$ cat src/rtl/seq_det_pkg.sv
// rtl/seq_det_pkg.sv - shared types, limits and parameter check for the programmable sequence detector
package seq_det_pkg;

    localparam int SEQ_DET_MAX_LEN = 16;

    // Width of the fill counter: wide enough to hold SEQ_DET_MAX_LEN itself
    localparam int SEQ_DET_FILL_W = $clog2(SEQ_DET_MAX_LEN + 1);

    typedef enum logic [1:0] {
        IDLE   = 2'd0,
        FILL   = 2'd1,
        DETECT = 2'd2
    } seq_det_state_e;

    function automatic bit seq_det_params_ok(input int pat_len, input int cnt_width);
        return (pat_len >= 2) && (pat_len <= SEQ_DET_MAX_LEN) &&
               (cnt_width >= 1) && (cnt_width <= 32);
    endfunction

endpackage

$ cat src/rtl/seq_det_sat_cnt.sv
// rtl/seq_det_sat_cnt.sv - saturating up-counter with synchronous clear (clear wins over increment)
module seq_det_sat_cnt #(
    parameter int WIDTH = 8
) (
    input  logic             clk,
    input  logic             rst_n,
    input  logic             clr,
    input  logic             inc,
    output logic [WIDTH-1:0] cnt
);

    logic [WIDTH-1:0] cnt_q;
    logic [WIDTH-1:0] cnt_d;

    // Next count: clear first, otherwise step unless already all-ones
    always_comb begin
        cnt_d = cnt_q;
        if (clr) begin
            cnt_d = '0;
        end else if (inc && (cnt_q != {WIDTH{1'b1}})) begin
            cnt_d = cnt_q + 1'b1;
        end
    end

    // Count register
    always_ff @(posedge clk or negedge rst_n) begin
        if (!rst_n) begin
            cnt_q <= '0;
        end else begin
            cnt_q <= cnt_d;
        end
    end

    assign cnt = cnt_q;

endmodule

$ cat src/rtl/seq_detect_prog.sv
// rtl/seq_detect_prog.sv - programmable serial pattern detector; SEQ_DET_COUNT_EN adds match_cnt/cnt_clr
module seq_detect_prog
    import seq_det_pkg::*;
#(
    parameter int                 PAT_LEN   = 4,
    parameter logic [PAT_LEN-1:0] PAT_INIT  = 4'b1011,
    parameter bit                 OVERLAP   = 1'b1,
    parameter int                 CNT_WIDTH = 8
) (
    input  logic               clk,
    input  logic               rst_n,
    input  logic               enable,
    input  logic               cfg_load,
    input  logic [PAT_LEN-1:0] cfg_pattern,
    input  logic               in_valid,
    input  logic               seq_in,
    output logic               match,
    output logic               filling
`ifdef SEQ_DET_COUNT_EN
    ,
    input  logic               cnt_clr,
    output logic [CNT_WIDTH-1:0] match_cnt
`endif
);

    localparam logic [SEQ_DET_FILL_W-1:0] FILL_FULL = SEQ_DET_FILL_W'(PAT_LEN);
    localparam logic [SEQ_DET_FILL_W-1:0] FILL_LAST = SEQ_DET_FILL_W'(PAT_LEN - 1);

    if (!seq_det_params_ok(PAT_LEN, CNT_WIDTH)) begin : g_bad_params
        $error("seq_detect_prog: PAT_LEN or CNT_WIDTH out of range");
    end

    seq_det_state_e              state_q, state_d;
    logic [PAT_LEN-1:0]          hist_q, hist_d;
    logic [PAT_LEN-1:0]          pat_q, pat_d;
    logic [SEQ_DET_FILL_W-1:0]   fill_q, fill_d;
    logic                        match_q, match_d;
    logic [PAT_LEN-1:0]          hist_shift;
    logic                        full_now;

    // Next state, history, fill level and match decision for this edge
    always_comb begin
        state_d    = state_q;
        hist_d     = hist_q;
        pat_d      = pat_q;
        fill_d     = fill_q;
        match_d    = 1'b0;
        hist_shift = {hist_q[PAT_LEN-2:0], seq_in};
        // The completing bit of a fill is compared too, so PAT_LEN bits suffice
        full_now   = (state_q == DETECT) || (fill_q == FILL_LAST);

        if (cfg_load) begin
            pat_d   = cfg_pattern;
            hist_d  = '0;
            fill_d  = '0;
            state_d = enable ? FILL : IDLE;
        end else if (!enable) begin
            hist_d  = '0;
            fill_d  = '0;
            state_d = IDLE;
        end else begin
            case (state_q)
                IDLE: begin
                    fill_d  = '0;
                    state_d = FILL;
                end
                FILL, DETECT: begin
                    if (in_valid) begin
                        hist_d = hist_shift;
                        if (full_now) begin
                            fill_d  = FILL_FULL;
                            state_d = DETECT;
                            if (hist_shift == pat_q) begin
                                match_d = 1'b1;
                                if (!OVERLAP) begin
                                    fill_d  = '0;
                                    state_d = FILL;
                                end
                            end
                        end else begin
                            fill_d = fill_q + 1'b1;
                        end
                    end
                end
                default: begin
                    fill_d  = '0;
                    state_d = IDLE;
                end
            endcase
        end
    end

    // Detector registers
    always_ff @(posedge clk or negedge rst_n) begin
        if (!rst_n) begin
            state_q <= IDLE;
            hist_q  <= '0;
            pat_q   <= PAT_INIT;
            fill_q  <= '0;
            match_q <= 1'b0;
        end else begin
            state_q <= state_d;
            hist_q  <= hist_d;
            pat_q   <= pat_d;
            fill_q  <= fill_d;
            match_q <= match_d;
        end
    end

    assign match   = match_q;
    assign filling = (fill_q < FILL_FULL);

`ifdef SEQ_DET_COUNT_EN
    // Counter steps on the same edge that registers the match pulse
    seq_det_sat_cnt #(
        .WIDTH (CNT_WIDTH)
    ) u_sat_cnt (
        .clk   (clk),
        .rst_n (rst_n),
        .clr   (cnt_clr),
        .inc   (match_d),
        .cnt   (match_cnt)
    );
`endif

endmodule

$ cat config.mk
export PLATFORM = sky130hd
export DESIGN_NAME = seq_detect_prog
export DESIGN_NICKNAME = d
export VERILOG_FILES = /design/src/rtl/seq_det_pkg.sv /design/src/rtl/seq_det_sat_cnt.sv /design/src/rtl/seq_detect_prog.sv
export SDC_FILE = /design/constraint.sdc
export NUM_CORES = 1
export LEC_CHECK = 0
export CAP_MARGIN = 10
export CELL_PAD_IN_SITES_DETAIL_PLACEMENT = 0
export CELL_PAD_IN_SITES_GLOBAL_PLACEMENT = 1
export CORE_MARGIN = 1.5
export CORE_UTILIZATION = 38
export CTS_BUF_LIST = sky130_fd_sc_hd__clkbuf_4 sky130_fd_sc_hd__clkbuf_8
export CTS_CLUSTER_SIZE = 10
export DETAILED_ROUTE_END_ITERATION = 6
export GPL_TIMING_DRIVEN = 0
export PLACE_DENSITY = 0.77
export SLEW_MARGIN = 20
export SYNTH_ARGS = -nofsm -noshare
export SYNTH_HDL_FRONTEND = slang
export SYNTH_SLANG_ARGS = --single-unit
$ cat constraint.sdc
create_clock -name clk -period 1.5 [get_ports clk]
set_clock_uncertainty 0.05 [all_clocks]
set_input_delay 0.3 -clock clk [delete_from_list [all_inputs] [get_ports clk]]
set_output_delay 0.3 -clock clk [all_outputs]
set_load 0.005 [all_outputs]
Yosys cells after proc, flatten, opt, wreduce, memory -nomap -nowiden
Cells that the tools add are included.
Storage, ports and cells
  output and inout port bits: 2
  logic and storage cells: 41
  input port bits: 10
  register bits: 15
Operators by class
  add/subtract/negate cells: 1
  reduce and logical (&&, ||, !) cells: 5
  equal/unequal tests: 8
  magnitude comparators: 1
  multiplexer cells: 21
Operators with widths (count)
  5-bit two-way mux: 5
  3-bit two-way mux: 4
  2-bit two-way mux: 4
  4-bit inequality test, second input constant: 2
  1-bit two-way mux: 7
  3-bit by 1-bit inequality test with 1-bit output, second input constant: 2
  5-bit by 1-bit adder with 5-bit output, second input constant: 1
  5-bit by 2-bit equality test with 1-bit output, second input constant: 1
  5-bit by 3-bit less-than comparator with 1-bit output, second input constant: 1
  4-bit equality test: 1
  2-bit one-hot mux with 2 select lines: 1
  2-bit AND reduction: 2
  2-bit by 1-bit equality test with 1-bit output, second input constant: 1
  2-bit equality test, second input constant: 1
  2-bit zero test: 1
  2-bit OR reduction: 1
  1-bit logical OR: 1

Logic depth before layout (Yosys ltp)
Gate-level depths: netlist (run 1).
  depth after elaboration: 7
  mapped depth: 5
  mapped depth without buffers: 5

Worst setup path before layout (run 1)
Ideal clock, no wire load.
  path kind: reg-to-reg
  start: register state_q[1]
  end: register state_q[0]
  slack: -0.136 ns
  library setup time: 0.129 ns
  path buffers: 0
  data arrival time: 1.457 ns
  cell stages (with the launch flop): 6
  required time: 1.321 ns
  clock period less this slack: 1.636 ns
  cells stage by stage: dfrtp_1 inv_1 ha_1 a21bo_2 and2_1 o41a_1
On the way
  cells in the longest elaborated chain, start to end: 5
  elaborated cells on any way between the ends: 11
  those cells by class: eq/ne (4); mux (3); reduce/logical (4)
RTL lines
  from (decl): line seq_detect_prog.sv:33  | seq_det_state_e state_q, state_d;
  from (signal assigned): line seq_detect_prog.sv:102  | state_q <= state_d;
  2-bit equality test or 2-bit by 1-bit equality test with 1-bit output (tied branches): line seq_detect_prog.sv:50, seq_detect_prog.sv:62
  2-bit OR reduction: line seq_detect_prog.sv:62  | case (state_q)
  2-bit one-hot mux with 2 select lines: line seq_detect_prog.sv:62
  2-bit two-way mux: line seq_detect_prog.sv:57  | end else if (!enable) begin
  2-bit two-way mux: line seq_detect_prog.sv:52  | if (cfg_load) begin
Several ways; a longest one is shown, not always the timed one.
A chain may end at the register's enable or synchronous reset.

Final worst setup path (run 1)
  start: register fill_q[2]
  end: register state_q[0]
On the way
  cells in the longest elaborated chain, start to end: 4
RTL lines
  from (decl): line seq_detect_prog.sv:36  | logic [SEQ_DET_FILL_W-1:0] fill_q, fill_d;
  from (signal assigned): line seq_detect_prog.sv:105  | fill_q <= fill_d;
  5-bit by 2-bit equality test with 1-bit output: line seq_detect_prog.sv:50  | full_now = (state_q == DETECT) || (fill_q == FILL_LAST);
  1-bit logical OR: line seq_detect_prog.sv:50
  4-bit inequality test (no line)
  2-bit AND reduction (no line)
Every way passes these cells.

==> results of run 1 <==
[cells in the mapped netlist, types with 2 or more instances]
cell	instances
dfrtp_1	12
a21oi_1	6
inv_1	5
mux2_2	4
nand2_1	4
nand3_1	4
xnor2_1	4
dfstp_2	3
ha_1	3
nand2b_1	3
nor2_1	3
nor3_1	3
a211oi_1	2
clkbuf_1	2
o21ai_0	2
[routing by layer]
metal  GRT usage, %  part of all wire (%)  up-vias  routed length (um)
li1               -                     -      317                   -
met1           20.2                    46      318                 775
met2           26.5                    49       13                 817
met3           3.09                   3.2        4                  54
met4           8.57                   1.7        0                  29
met5              0                     0        -                   0
[path summary, 6_finish.rpt]
check	startpoint	to	depth (start not counted)	slack, ps
max in group asynchronous	rst_n	fill_q[2]	1	570
min in group clk	cfg_load	pat_q[1]	2	400
min reg2reg	pat_q[2]	pat_q[2]	1	480
max reg2reg	fill_q[2]	state_q[0]	4	-80
max	fill_q[2]	state_q[0]	4	-80
min	rst_n	fill_q[4]	1	350
[state kept, by name, summed over array words and instances (netlist names)]
register / count
match: 1
fill_q: 5
hist_q: 3
state_q: 2
pat_q: 4
[kinds of logic (layout without fill, tap and decap cells)]
| logic type | count (synthesis) | in the layout |
|---|---|---|
| and+or+nand+nor | 26 | 26 |
| AOI/OAI and AO/OA | 16 | 16 |
| DFF | 15 | 15 |
| buffers and inverters | 7 | 30 |
| xor gates and xnor gates | 4 | 4 |
| muxes | 4 | 4 |
| adders and majority gates | 3 | 3 |
[where the power goes]
group          internal [mW]  leakage, nW  switching (mW)
combinational         0.0636        0.224          0.0471
sequential             0.425        0.192         0.00864
clock                  0.102       0.0139           0.147
total                  0.590        0.430           0.202
[through the flow]
step	utilization, %	setup WS, ps	power, mW	area [sq um]	instances
2_1_floorplan	-	-24.5	0.497	807	75
3_3_place_gp	48.0	-336	0.540	941	112
3_5_place_dp	48.0	-344	0.542	941	112
4_1_cts	53.3	-75.5	0.806	1050	122
5_1_grt	55.2	-160	0.834	1080	125
6_report	55.2	-77.7	0.792	1080	125
[layout make-up]
type	count	area, sq um
fill	199	878
multi-input combinational	53	435
sequential	15	382
timing repair buffer	19	175
tap	27	33.8
clock buffer	3	22.5
inverter	5	18.8
buffer	2	8.76
clock inverter	1	7.51
[worst max-delay path: stages, from the launching register on]
cell and delay (ps):
dfrtp_2 440, buf_6 130, nor4b_4 400, a211oi_2 120
o41a_1 310
[cell usage in the layout (no fill, tap or decap), types with 3 or more instances in the layout]
master,synthesis,routed
nand2_1,4,4
dfrtp_1,12,10
nor2_1,3,3
clkdlybuf4s50_1,0,8
a21oi_1,6,6
mux2_2,4,4
dfstp_2,3,3
buf_4,0,7
nand3_1,4,4
inv_1,5,4
clkbuf_4,0,3
xnor2_1,4,4
nand2b_1,3,3
[timing repair]
item,4_1_cts,5_1_grt
buffers inserted,6,3
pin swaps,3,3
endpoints found under the setup margin,5,12
gates resized for setup,13,5
cloned,0,0
==> results by group, run 1 <==
Drt
  – Antenna Violating Nets Remaining: 0
  – DR vias: 652
  – Initial DRT Pass Iterations: 2
  – Vias per inst: 5.22
  – Initial DRC count: 5
  – WL final: 1.68 mm
  – DRC violation count after routing: 0
  – Routed length per instance: 13.4 um

Worst setup path
  – Crit Path Max Fanout: 5
  – Critical Path Start Type: flip-flop
  – CP Class: flip-flop to flip-flop
  – Critical path arrival: 1700 ps
  – Worst Setup End Kind: flip-flop
  – WP data required: 1620 ps

Pwr
  – Static Leakage: 0.430 nW
  – Maximum vdd drop: 0.525 mV
  – Pwr/cell area: 731 mW/mm^2

Floorplan
  – Area of the die: 0.00237 sq mm
  – Core box area: 0.00196 sq mm
  – Io pins: 12
  – Die Ht: 48.7 um
  – Die Wd: 48.7 um
  – FP Rows: 16
  – Initial Util: 40.5%

Timing
  – Final hold vios: 0
  – Final setup violation count: 3
  – Worst-margin pin slew: 689 ps
  – Crit path time final: 1580 ps
  – Unrepaired setup endpoints after global routing: yes
  – Setup tns final: -148 ps
  – Max Slew Vio Count: 0
  – Setup slack after layout: -77.7 ps
  – Final worst-path cycle share: 105%
  – Final hold slack: 352 ps
  – Slew HR: 54.0%
  – Max Fclk: 634 MHz

Cells and area
  – Layout Nets: 112
  – Synthesis-to-finish area growth: 36.4%
  – ANT cells: 0
  – Fraction of layout cells with a size suffix above 1: 37.8%

Clock network
  – Clock insertion delay at the later pin of the skew report: 300 ps
  – Root Driver: clkbuf_4
  – Clk sinks: 15
  – CTS clk-pin slew, worst paths: 110 ps
  – Max Root-Sink Buffers: 2
  – Hold_buf cts: 0
  – CTS tree: built
  – H-tree depth: 1
  – Inserted Clock Buffers: 3

Synthesis
  – Area leader, netlist: dfrtp_1
  – Most used DFF post-synth: dfrtp_1
  – Synth top area cells: dfrtp_1, dfstp_2, mux2_2
  – Main combinational cell family by area after synthesis: simple AND/OR/NAND/NOR gates
  – Distinct cells, synth: 30
  – Sequential fraction of the synthesis area: 47.7%
  – Warning count from the yosys run: 0
  – Post-Synth Adder-Cell Area: 4.72%
  – Post-Synth XOR/XNOR Area: 4.41%
  – Share of async-settable or async-resettable flops after synthesis: 100%
  – Syn_nets: 88
  – Synth Area in Compound Gates: 13.9%
  – Gate Count Post-Synth: 75
  – Simple-Gate Fraction of Synth Area: 20.3%
  – Yosys top cell area share: 37.8%
  – EDFF count, synth: 0
  – Average size of a mapped cell: 10.6 sq um
  – Proportion of synthesized area in mux cells: 5.67%
  – #FFs+latches synth: 15
  – Mapped cell area: 795 sq um

Placed design
  – Port Buf Inserts: 10
  – Hpwl dp: 1.13 mm
  – Gp weighted congestion: 0.769

Global routing
  – Antenna violations before repair: 0
  – Gr ovfl total: 0
  – Vias in the first global route: 633
  – GRT Overall Usage: 16.2%
  – Wire length of the first global-routing pass: 2.90 mm
  – Largest net degree at the start of global routing: 16

Job
  – MaxCap Viol Count: 0

Status
  – Run status: finished, violations left
  – Failing checks: setup timing

Min path
  – Hold Crit Class: input pin to async pin
Power figures use the tool's default switching activity.
==> inputs of run 2 (changes only) <==
--- a/config.mk
+++ b/config.mk
@@ -11,3 +11,3 @@
 export CORE_MARGIN = 1.5
-export CORE_UTILIZATION = 38
+export CORE_UTILIZATION = 46
 export CTS_BUF_LIST = sky130_fd_sc_hd__clkbuf_4 sky130_fd_sc_hd__clkbuf_8
@@ -16,3 +16,3 @@
 export GPL_TIMING_DRIVEN = 0
-export PLACE_DENSITY = 0.77
+export PLACE_DENSITY = 0.87
 export SLEW_MARGIN = 20
==> constraint.sdc (replaced) <==
create_clock -name clk -period 1.9 [get_ports clk]
set_clock_uncertainty 0.05 [all_clocks]
set_input_delay 0.38 -clock clk [delete_from_list [all_inputs] [get_ports clk]]
set_output_delay 0.38 -clock clk [all_outputs]
set_load 0.01 [all_outputs]
==> results by group, run 2 (synthesis results as in run 1) <==
Cells and area
  – Biggest regs: fill_q x5, pat_q x4, hist_q x3 (unchanged)
  – Cell area after layout: 945 sq um (was 0.00108 sq mm)
  – ANT cells: 0 (unchanged)
  – Commonest non-fill, non-tap cells in the layout: dfrtp_1, clkdlybuf4s50_1, a21oi_1 (was dfrtp_1, clkdlybuf4s50_1, buf_4)
  – Fin util: 60.6% (was 55.2%)
  – Commonest non-fill, non-tap cell in the layout: dfrtp_1 (unchanged)
  – Flip-flop count of the largest register after layout: 5 (unchanged)
  – Fillers: 126 (was 199)
  – Top reg by flops: fill_q (unchanged)
  – Synthesis-to-finish area growth: 18.9% (was 36.4%)
  – Layout Nets: 103 (was 112)
  – Fraction of layout cells with a size suffix above 1: 18.0% (was 37.8%)
  – Fin cells: 105 (was 125)

Clock network
  – Setup repair bufs after CTS: 0 (was 6)
  – Clock insertion delay at the later pin of the skew report: 280 ps (was 300 ps)
  – CTS tree: built (unchanged)
  – Root Driver: clkbuf_4 (unchanged)
  – Max Root-Sink Buffers: 2 (unchanged)
  – Clk sinks: 15 (unchanged)
  – Post-CTS Resized: 2 (was 13)
  – H-tree depth: 1 (unchanged)
  – Hold_buf cts: 0 (unchanged)
  – CTS clk-pin slew, worst paths: 90 ps (was 110 ps)
  – Inserted Clock Buffers: 3 (unchanged)

Worst setup path
  – Reg-to-Reg Start: state_q[1] (was fill_q[2])
  – Register-to-Register Path Depth: 5 (was 4)
  – Reg2Reg Setup Slack: 150 ps (was -80 ps)
  – Crit Path Max Fanout: 6 (was 5)
  – Critical Path Start: state_q[1] (was fill_q[2])
  – Critical Path Start Type: flip-flop (unchanged)
  – Worst Setup End Kind: flip-flop (unchanged)
  – WP data required: 2020 ps (was 1620 ps)
  – Reg2Reg Capture Point: state_q[0] (unchanged)
  – Crit path to: state_q[0] (unchanged)
  – CP Class: flip-flop to flip-flop (unchanged)
  – Critical path arrival: 1870 ps (was 1700 ps)

Placed design
  – DP Area: 915 sq um (was 941 sq um)
  – Hpwl dp: 1.09 mm (was 1.13 mm)
  – Port Buf Inserts: 10 (unchanged)
  – Worst slack at placement: 4.20 ps (was -344 ps)
  – Placed Instances: 101 (was 112)
  – Gp weighted congestion: 0.782 (was 0.769)

Status
  – Run status: finished, violations left (unchanged)
  – Failing checks: DRC (was setup timing)

Timing
  – Final hold vios: 0 (unchanged)
  – Max Slew Vio Count: 0 (unchanged)
  – Final worst-path cycle share: 91.9% (was 105%)
  – Crit path time final: 1750 ps (was 1580 ps)
  – Worst-margin pin slew: 647 ps (was 689 ps)
  – Slew HR: 56.7% (was 54.0%)
  – Setup slack after layout: 153 ps (was -77.7 ps)
  – Final setup violation count: 0 (was 3)
  – Unrepaired setup endpoints after global routing: no (was yes)
  – Max Fclk: 572 MHz (was 634 MHz)

Floorplan
  – Die Wd: 44.6 um (was 48.7 um)
  – Initial Util: 51.0% (was 40.5%)
  – Area of the die: 0.00199 sq mm (was 0.00237 sq mm)
  – Io pins: 12 (unchanged)
  – FP Rows: 14 (was 16)
  – Die Ht: 44.6 um (was 48.7 um)
  – Core box area: 0.00156 sq mm (was 0.00196 sq mm)

Global routing
  – GRT Overall Usage: 19.2% (was 16.2%)
  – Wire length of the first global-routing pass: 2.70 mm (was 2.90 mm)
  – Largest net degree at the start of global routing: 16 (unchanged)
  – Vias in the first global route: 599 (was 633)
  – Gr ovfl total: 0 (unchanged)
  – Antenna violations before repair: 0 (unchanged)

Pwr
  – Maximum vdd drop: 0.347 mV (was 0.525 mV)
  – Static Leakage: 0.371 nW (was 0.430 nW)
  – Total Power: 0.617 mW (was 0.792 mW)
  – Pwr/cell area: 653 mW/mm^2 (was 731 mW/mm^2)

Drt
  – Routed length per instance: 14.1 um (was 13.4 um)
  – Initial DRT Pass Iterations: 6 (was 2)
  – DR vias: 612 (was 652)
  – DRC violation count after routing: 1 (was 0)
  – Initial DRC count: 10 (was 5)
  – Vias per inst: 5.83 (was 5.22)
  – WL final: 1.48 mm (was 1.68 mm)
  – Antenna Violating Nets Remaining: 0 (unchanged)

Min path
  – Hold Crit Class: input pin to async pin (unchanged)

Job
  – MaxCap Viol Count: 0 (unchanged)
[run 2: report_power, final]
group / internal [mW] / switching [mW] / total [mW]
clock network: 0.0959 / 0.104 / 0.200
logic: 0.0410 / 0.0335 / 0.0745
registers: 0.335 / 0.00752 / 0.343
[run 2: metrics by stage]
| step | hold slack (ps) | TNS [ps] |
|---|---|---|
| 6_report | 436 | 0 |
| 5_1_grt | 497 | 0 |
| 4_1_cts | 452 | 0 |
| 3_5_place_dp | 484 | 0 |
| 3_3_place_gp | 465 | -1.98 |
| 2_1_floorplan | 34.4 | 0 |
[run 2: layer usage]
metal / wire length (um) / track usage (%) / vias up
li1: - / - / 300
met1: 747 / 28.0 / 289
met2: 630 / 26.1 / 18
met3: 65 / 3.67 / 5
met4: 40 / 11.5 / 0
met5: 0 / 0 / -
[run 2: how the worst min path moves through the flow]
stage | to | slack, ps | from
final | fill_q[4] | 440 | rst_n
after global routing | state_q[0] | 500 | rst_n
after CTS | hist_q[0] | 450 | rst_n
after detailed placement | pat_q[2] | 480 | pat_q[2]
after global placement | pat_q[2] | 470 | pat_q[2]
after floorplan | fill_q[0] | 30 | rst_n
[run 2: cell type report]
type | count | area, sq um | area share (%)
flip-flops and latches | 15 | 380 | 40.3
plain buffers | 2 | 7.51 | 0.795
multi-input cells | 53 | 389 | 41.2
clock buffers | 4 | 30.0 | 3.18
inverters | 5 | 18.8 | 1.99
repair buffers | 10 | 98.8 | 10.5
well taps | 16 | 20.0 | 2.12
[run 2: worst max-delay path, cell delays in order (launching register included)]
cell     delay [ps]
dfrtp_1         370
inv_1            60
ha_1            360
a21bo_2         250
and2_1          150
o41a_1          400
==> inputs of run 3 (changes only) <==
- TNS_END_PERCENT: unset -> 30
==> results of run 3 <==
Final layout, timing and power as in run 2 (identical DEF).
